[src/rtl/pipe_ctrl_unit.sv]
// pipe_ctrl_unit: per-stage stall merge, deferred exception flush sequencing
// and stall watchdog for an in-order pipeline.
// Optional feature macro: PIPE_CTRL_PERF_EN adds the perf_stall_cyc and
// perf_flush_cnt performance counters.
module pipe_ctrl_unit #(
  parameter int unsigned           STAGES    = 6,
  parameter int unsigned           NREQ      = 5,
  parameter int unsigned           SW        = 3,
  parameter logic [NREQ*SW-1:0]    REQ_STAGE = {3'd5, 3'd3, 3'd2, 3'd2, 3'd2},
  parameter int unsigned           WDT_LIMIT = 1024,
  parameter int unsigned           CNT_W     = 32
) (
  input  logic              clk,
  input  logic              rst,
  input  logic [NREQ-1:0]   stallreq,
  input  logic              cache_stall,
  input  logic              excp_valid,
  input  logic [31:0]       excp_pc,
  output logic [STAGES-1:0] stall,
  output logic              flush,
  output logic [31:0]       new_pc,
  output logic              stall_timeout
`ifdef PIPE_CTRL_PERF_EN
  ,
  output logic [CNT_W-1:0]  perf_stall_cyc,
  output logic [CNT_W-1:0]  perf_flush_cnt
`endif
);

  localparam logic [1:0] S_RUN        = 2'd0;
  localparam logic [1:0] S_FLUSH_PEND = 2'd1;
  localparam logic [1:0] S_FLUSH      = 2'd2;

  localparam logic [SW-1:0] LAST_STAGE = SW'(STAGES - 1);

  logic [1:0]        r_state;
  logic [31:0]       r_pend_pc;
  logic [SW-1:0]     w_req_stage [NREQ];
  logic [SW-1:0]     w_max_stage;
  logic              w_any_req;
  logic [STAGES-1:0] w_stall_vec;

  // Out-of-range stage indices collapse onto the last stage (WB).
  for (genvar g = 0; g < NREQ; g++) begin : g_clamp
    assign w_req_stage[g] = (32'(REQ_STAGE[g*SW +: SW]) > STAGES - 1)
                          ? LAST_STAGE : REQ_STAGE[g*SW +: SW];
  end

  // Deepest requested stage among active sources; everything upstream holds too.
  always_comb begin
    w_max_stage = '0;
    w_any_req   = 1'b0;
    for (int unsigned i = 0; i < NREQ; i++) begin
      if (stallreq[i]) begin
        w_any_req = 1'b1;
        if (w_req_stage[i] > w_max_stage) w_max_stage = w_req_stage[i];
      end
    end
    for (int unsigned j = 0; j < STAGES; j++) begin
      w_stall_vec[j] = w_any_req && (j <= 32'(w_max_stage));
    end
  end

  // Stalls are released during the flush cycle so flushed stages load bubbles.
  assign stall  = (rst || r_state == S_FLUSH) ? '0 : w_stall_vec;
  assign flush  = (r_state == S_FLUSH);
  assign new_pc = flush ? r_pend_pc : '0;

  // Exception sequencing: latch the oldest exception, defer it past a cache stall.
  always_ff @(posedge clk or posedge rst) begin
    if (rst) begin
      r_state   <= S_RUN;
      r_pend_pc <= '0;
    end else begin
      case (r_state)
        S_RUN: begin
          if (excp_valid) begin
            r_pend_pc <= excp_pc;
            r_state   <= cache_stall ? S_FLUSH_PEND : S_FLUSH;
          end
        end
        S_FLUSH_PEND: begin
          if (!cache_stall) r_state <= S_FLUSH;
        end
        S_FLUSH: r_state <= S_RUN;
        default: r_state <= S_RUN;
      endcase
    end
  end

  if (WDT_LIMIT != 0) begin : g_wdt
    localparam int unsigned     WDT_W   = $clog2(WDT_LIMIT + 1);
    localparam logic [WDT_W-1:0] WDT_MAX = WDT_W'(WDT_LIMIT);
    localparam logic [WDT_W-1:0] WDT_PRE = WDT_W'(WDT_LIMIT - 1);

    logic [WDT_W-1:0] r_wdt_cnt;
    logic             r_timeout;

    // Count consecutive stalled cycles; the timeout flag is sticky until reset.
    always_ff @(posedge clk or posedge rst) begin
      if (rst) begin
        r_wdt_cnt <= '0;
        r_timeout <= 1'b0;
      end else if (|stall) begin
        if (r_wdt_cnt != WDT_MAX) r_wdt_cnt <= r_wdt_cnt + 1'b1;
        if (r_wdt_cnt == WDT_PRE) r_timeout <= 1'b1;
      end else begin
        r_wdt_cnt <= '0;
      end
    end

    assign stall_timeout = r_timeout;
  end else begin : g_no_wdt
    assign stall_timeout = 1'b0;
  end

`ifdef PIPE_CTRL_PERF_EN
  logic [CNT_W-1:0] r_perf_stall_cyc;
  logic [CNT_W-1:0] r_perf_flush_cnt;

  // Free-running perf counters, wrapping modulo 2^CNT_W.
  always_ff @(posedge clk or posedge rst) begin
    if (rst) begin
      r_perf_stall_cyc <= '0;
      r_perf_flush_cnt <= '0;
    end else begin
      if (stall[0]) r_perf_stall_cyc <= r_perf_stall_cyc + 1'b1;
      if (flush)    r_perf_flush_cnt <= r_perf_flush_cnt + 1'b1;
    end
  end

  assign perf_stall_cyc = r_perf_stall_cyc;
  assign perf_flush_cnt = r_perf_flush_cnt;
`endif

endmodule

[config.mk]
export PLATFORM = sky130hd
export DESIGN_NAME = pipe_ctrl_unit
export DESIGN_NICKNAME = d
export VERILOG_FILES = /design/src/rtl/pipe_ctrl_unit.sv
export SDC_FILE = /design/constraint.sdc
export NUM_CORES = 1
export LEC_CHECK = 0
export ABC_AREA = 1
export CAP_MARGIN = 20
export CORE_ASPECT_RATIO = 1.5
export CORE_UTILIZATION = 40
export DETAILED_ROUTE_END_ITERATION = 12
export HOLD_SLACK_MARGIN = 0.08
export PLACE_DENSITY = 0.76
export SYNTH_ARGS = -nofsm -noshare
export SYNTH_HDL_FRONTEND = slang
export SYNTH_SLANG_ARGS = --single-unit
export TNS_END_PERCENT = 10
[constraint.sdc]
create_clock -name clk -period 1.7 [get_ports clk]
set_clock_uncertainty 0.2 [all_clocks]
set_input_delay 0.425 -clock clk [delete_from_list [all_inputs] [get_ports clk]]
set_output_delay 0.425 -clock clk [all_outputs]
set_load 0.02 [all_outputs]
==> flow_metrics.py, run 1 <==
metrics = {
    "outcome": {
        "status": "finished with violations",
        "violations": "setup timing",
    },
    "sta": {
        "setup_viol": 39,
        "rsz0062_at_grt": "true",
        "fin_ws_ns": -0.293,
        "fmax_mhz": 502,
        "slew_violations": 0,
        "hold_viol_final": 0,
        "worst_pin_slew_ns": 0.244,
        "period_needed_ns": 1.99,
        "post-route-period-util_pct": 117,
        "relSlewSlack_pct": 83.7,
        "fin_tns_setup_ns": -9.13,
    },
    "worst_hold_path": {
        "worstHoldPathType": "register to register",
    },
    "finish": {
        "multiInputGateArea_um2": 1060,
        "antennaDiodeCount": 0,
        "final_cell_mix": "inv_1 (49), nor2_1 (46), dfrtp_1 (46), buf_6 (39), clkdlybuf4s50_1 (37)",
        "final_common_cell": "inv_1",
        "regArea_um2": 1150,
        "fin_nets": 426,
        "drive_gt1_share_pct": 32.1,
        "n_fill_cell": 415,
        "final_core_util_pct": 70.6,
        "area_delta_synth_final_pct": 66.9,
    },
    "critical_path": {
        "crit_path_top_delay_cell": "dfrtp_1",
        "crit_family": "flip-flops",
        "crit_type": "register to primary output",
        "start_kind": "register",
        "endpoint_kind": "primary output",
        "worst-endpoint-arrival_ns": 1.37,
        "critPathRequiredTime_ns": 1.07,
        "worstPathMaxFanout": 2,
        "critPathBufInv": 4,
        "crit_chain": "inv_2, nor2_4, buf_6, nor2_4, inv_2, nor2_2, buf_6",
        "cp_slowest_stage_delay_ns": 0.40,
    },
    "logic_synthesis": {
        "yosys_register_bits": 46,
        "yosys_warnings": 0,
        "syn_area_um2": 2220,
        "syn_area_per_cell_um2": 7.73,
        "synth_cells": 287,
        "synth_fp_nets": 330,
        "synth_area_leaders": "dfrtp_1 (52%), nor2_1 (15%), inv_1 (9.0%)",
        "synth_top_cell_by_area": "dfrtp_1",
        "yosysSeqAreaShare_pct": 51.9,
        "synth_cell_types": 20,
        "yosysTopAreaCellShare_pct": 51.9,
    },
    "drt": {
        "wl_met1_mm": 1.96,
        "route.met2.wl_mm": 3.15,
        "via_count": 2112,
        "top_layer_used": "met4",
        "first_pass_iters": 4,
        "ant_nets": 0,
        "wl_mm": 5.45,
        "viasPerCell": 4.68,
        "drc": 0,
        "drt_iter0_drc": 102,
        "drt-wirelength-per-cell_um": 12.1,
        "dr_wl_met3_um": 191,
    },
    "clock_tree": {
        "hold_buffers": 0,
        "cts_inserted_buffers": 5,
        "cts.sinks": 46,
        "ctsRootBufferMaster": "clkbuf_8",
        "cts_tree": "yes",
        "htree_levels": 2,
        "clk_latency_ns": 0.29,
        "path_clk_slew_ns": 0.08,
        "clockBufferDepth": 2,
    },
    "floorplanning": {
        "dieArea_um2": 5850,
        "fp.dieW_um": 62.8,
        "start_util_pct": 42.3,
        "die_y_um": 93.2,
        "core_area_um2": 5250,
        "ioPinCount": 81,
        "num_rows": 32,
    },
    "power_and_ir_drop": {
        "p_leak_uw": 0.00180,
        "ir_drop_uv": 563,
        "power_density_nw_per_um2": 827,
    },
    "placed_design": {
        "hpwl_mm": 4.14,
        "gp_congestion": 0.774,
        "port-buffer-count": 80,
    },
    "grt": {
        "grt_usage_pct": 20.1,
        "grt_antenna_before_repair": 0,
        "grt_overflow": 0,
        "grt_first_pass_wirelength_mm": 9.20,
        "grt_max_degree": 33,
        "first_global_vias": 2093,
    },
    "flow_run": {
        "cap_violations": 0,
    },
}
metal layers:
metal  track usage [%]  vias up
li1                  -     1046
met3              3.90       13
met2              38.0       51
met4              9.69        0
met5                 0        -
met1              20.8     1002
worst paths after layout:
| kind | start | endpoint | slack [ns] | cells after the start |
|---|---|---|---|---|
| max in group asynchronous | rst | r_pend_pc[0] | 0.56 | 4 |
| worst max-delay path | r_state[1] | stall[3] | -0.29 | 7 |
| worst max register to register | r_state[1] | r_pend_pc[21] | 0.06 | 8 |
| worst min-delay path | stall_timeout | stall_timeout | 0.28 | 2 |
| min in group asynchronous | rst | g_wdt.r_wdt_cnt[9] | 0.36 | 3 |
| worst min register to register | stall_timeout | stall_timeout | 0.28 | 2 |
Yosys cell counts:
cell type,number
nor2_1,90
inv_1,53
dfrtp_1,46
a21oi_1,34
nand2_1,24
nand3_1,12
buf_2,6
buf_4,5
nor2_4,3
ha_1,2
inv_2,2
nor3_1,2
buf_6,1
nand2_2,1
nand2_4,1
nor3b_1,1
o21ai_0,1
o21bai_1,1
xnor2_1,1
xor2_1,1
worst min-delay path, delay by kind of cell, from the launching register on:
kind	cells	cell delay (ns)
AND/OR/NAND/NOR	1	0.05
buffers and inverters	1	0.04
flip-flops	1	0.36
metrics by stage:
stage          hold WS, ns  instances  total power [uW]  setup slack (ns)  cell area (um2)
2_1_floorplan        0.273        287              1840           -0.0354             2460
3_3_place_gp         0.255        440              2180            -0.743             3440
3_5_place_dp         0.273        440              2200            -0.770             3440
4_1_cts              0.290        449              3070            -0.299             3630
5_1_grt              0.321        451              3230            -0.360             3700
6_report             0.284        451              3060            -0.293             3700
final cells by class:
type                            count  share of cell area (%)
Inverter                           55                    5.71
Timing Repair Buffer              101                    29.3
Tap cell                           68                    2.30
Multi-Input combinational cell    174                    28.6
Clock buffer                        6                    2.23
Sequential cell                    46                    31.1
Clock inverter                      1                   0.811
flip-flops by register name, indices dropped and copies added, names as in the netlist:
name and flops:
stall_timeout 1, g_wdt.r_wdt_cnt 11, r_state 2, r_pend_pc 32
power breakdown:
group | switching, uW | leakage [uW] | internal, uW | total [uW]
logic | 527 | 0.00121 | 437 | 964
clock network | 349 | 0.0000573 | 470 | 820
registers | 45.4 | 0.000536 | 1230 | 1280
total | 921 | 0.00180 | 2140 | 3060
timing repair:
action | CTS | global route
gates cloned | 1 | 0
buffers inserted | 1 | 2
gates resized for setup | 240 | 19
setup endpoints to repair | 40 | 39
pin swaps | 5 | 5
kinds of logic (layout without fill, tap and decap cells):
kind of cell | after synthesis | after routing | share of synthesized area (%)
and+or+nand+nor | 134 | 134 | 25.1
buffers and inverters | 67 | 163 | 12.9
xor gates and xnor gates | 2 | 2 | 0.790
DFF | 46 | 46 | 51.9
adders and majority gates | 2 | 2 | 1.13
AOI/OAI and AO/OA | 36 | 36 | 8.23
Note: power is estimated with default switching activity, not from simulation.
==> run 2, diff against run 1 <==
CORE_UTILIZATION = 56   (was 40)
DONT_BUFFER_PORTS = 1   (was not set)
PLACE_DENSITY = 0.74   (was 0.76)
==> run 2 against run 1 <==
The run still ends with setup timing left. Sequential power about the same. Flip-flop and latch count unchanged. First-iteration DRC count down 68%. Via count down 15%. Critical path depth down 3. Non-clock buffer count down 71. Final area down 23%. Wire length down 18%. Core utilization up 6.5 points. Register-to-register slack better by 0.15 ns. Critical path type unchanged.
==> flow_metrics.py, run 2 (synthesized netlist as in run 1, its figures left out) <==
metrics = {
    "placed_design": {
        "dpl_cell_area_um2": 2580,
        "gp_congestion": 0.767,
        "dp_cells": 332,
        "hpwl_mm": 3.24,
        "port-buffer-count": 0,
    },
    "critical_path": {
        "crit_type": "register to primary output",
        "endpoint_kind": "primary output",
        "start_kind": "register",
        "crit_chain": "nor2_4, inv_4, buf_12, nor2_4",
        "critPathRequiredTime_ns": 1.07,
        "worstPathMaxFanout": 16,
        "crit_path_top_delay_cell": "dfrtp_1",
        "cp_slowest_stage_delay_ns": 0.42,
        "cpMostUsedCell": "nor2_4",
        "critPathBufInv": 2,
        "crit_family": "flip-flops",
        "worst-endpoint-arrival_ns": 1.31,
    },
    "power_and_ir_drop": {
        "comb_power_share_pct": 24.4,
        "pwr-share-clk_pct": 29.4,
        "swShare_pct": 30.8,
        "switchingPower_uw": 854,
        "p_leak_uw": 0.00142,
        "intPower_uw": 1920,
        "power_density_nw_per_um2": 968,
        "p_total_uw": 2770,
        "seq_power_share_pct": 46.2,
        "ir_drop_uv": 993,
    },
    "grt": {
        "grt_usage_pct": 23.6,
        "first_global_vias": 1673,
        "grt_max_degree": 33,
        "grt_antenna_before_repair": 0,
        "grt_first_pass_wirelength_mm": 7.19,
        "grt_overflow": 0,
    },
    "floorplanning": {
        "fp.dieW_um": 53.4,
        "num_rows": 27,
        "die_y_um": 79.1,
        "start_util_pct": 59.7,
        "ioPinCount": 81,
        "dieArea_um2": 4220,
        "core_area_um2": 3720,
    },
    "clock_tree": {
        "path_clk_slew_ns": 0.08,
        "htree_levels": 2,
        "ctsRootBufferMaster": "clkbuf_8",
        "clk_latency_ns": 0.29,
        "cts.sinks": 46,
        "cts_inserted_buffers": 5,
        "clockBufferDepth": 2,
        "cts_tree": "yes",
    },
    "sta": {
        "period_needed_ns": 1.93,
        "whs_ns": 0.0847,
        "hold_viol_final": 0,
        "relSlewSlack_pct": 76.7,
        "fmax_mhz": 518,
        "rsz0062_at_grt": "true",
        "slew_violations": 0,
        "setup_viol": 38,
        "worst_pin_slew_ns": 0.349,
        "fin_ws_ns": -0.231,
        "fin_tns_setup_ns": -7.34,
        "post-route-period-util_pct": 114,
    },
    "drt": {
        "drc": 0,
        "first_pass_iters": 4,
        "drt_iter0_drc": 33,
        "viasPerCell": 5.05,
        "drt-wirelength-per-cell_um": 12.6,
        "wl_mm": 4.47,
        "ant_nets": 0,
        "via_count": 1792,
    },
    "finish": {
        "area_delta_synth_final_pct": 29.1,
        "final_cell_mix": "nor2_1 (59), inv_1 (49), dfrtp_1 (46), nor2_4 (34), a21oi_1 (34)",
        "top_register": "r_pend_pc",
        "final_common_cell": "nor2_1",
        "regArea_um2": 1150,
        "multiInputGateArea_um2": 1010,
        "drive_gt1_share_pct": 20.2,
        "largestRegisters": "r_pend_pc (32), g_wdt.r_wdt_cnt (11), r_state (2)",
        "fin_nets": 355,
        "n_fill_cell": 276,
        "antennaDiodeCount": 0,
        "largest_reg_flops": 32,
        "design_area_um2": 2860,
        "final_cells": 355,
    },
    "outcome": {
        "status": "finished with violations",
        "violations": "setup timing",
    },
    "flow_run": {
        "cap_violations": 0,
    },
    "worst_hold_path": {
        "worstHoldPathType": "input port to register",
    },
}
[run 2: cell count changes in the layout (fill, tap and decap cells not counted), moves of 4 or more]
cell	previous run	this run
buf_4	15	10
buf_6	39	0
clkdlybuf4s50_1	37	0
dlygate4sd2_1	4	0
dlygate4sd3_1	0	16
nor2_1	46	59
nor2_2	12	0
[run 2: cell type report]
type                            instances  area share [%]
Clock inverter                          1            1.05
Clock buffer                            6            2.88
Sequential cell                        46            40.2
Timing Repair Buffer                   30            11.0
Inverter                               55            7.56
Multi-Input combinational cell        174            35.4
Tap cell                               43            1.88
[run 2: metal layers]
metal	routed length, um	vias to the layer above	part of all wire (%)	GRT usage, %
met5	0	-	0	0
met4	96	0	2.1	8.95
met3	187	9	4.2	5.94
met2	2440	46	55	40.8
met1	1750	841	39	26.9
li1	-	896	-	-
[run 2: worst paths after layout]
path / endpoint / cells past startpoint / startpoint / slack [ns]
worst max-delay path: new_pc[21] / 4 / r_state[0] / -0.23
worst min-delay path: r_pend_pc[14] / 2 / excp_pc[14] / 0.08
worst max register to register: r_pend_pc[5] / 6 / r_state[1] / 0.21
worst min register to register: r_pend_pc[0] / 2 / r_pend_pc[0] / 0.33
max in group asynchronous: r_pend_pc[8] / 3 / rst / 0.48
min in group asynchronous: g_wdt.r_wdt_cnt[2] / 2 / rst / 0.35
[run 2: stage by stage]
stage               util [%]  setup slack (ns)
finish                  77.1            -0.231
global route            77.1            -0.287
CTS                     76.8            -0.254
detailed placement      69.3            0.0698
global placement        69.3            0.0874
floorplan                  -           -0.0354
[run 2: worst reg2reg max path: cells and delay by family, from the launching register on]
| family | cells | cell delay [ns] |
|---|---|---|
| AO/OA/AOI/OAI | 1 | 0.06 |
| flip-flops | 1 | 0.39 |
| AND/OR/NAND/NOR | 3 | 0.35 |
| buffers and inverters | 2 | 0.38 |
[run 2: power groups by stage]
stage	Clock [uW]	Sequential, uW	Combinational, uW
6_report	815	1280	677
5_1_grt	871	1290	744
4_1_cts	832	1280	683
3_5_place_dp	0	1300	644
3_3_place_gp	0	1290	631
2_1_floorplan	0	1290	548
[run 2: timing repair]
item                                    4_1_cts  5_1_grt
pin swaps                                     1        0
setup buffers                                 0        0
resized for setup                             7        0
hold buffers                                 15        1
endpoints found under the hold margin        29        1
gates cloned                                  0        0
endpoints found under the setup margin       38       39
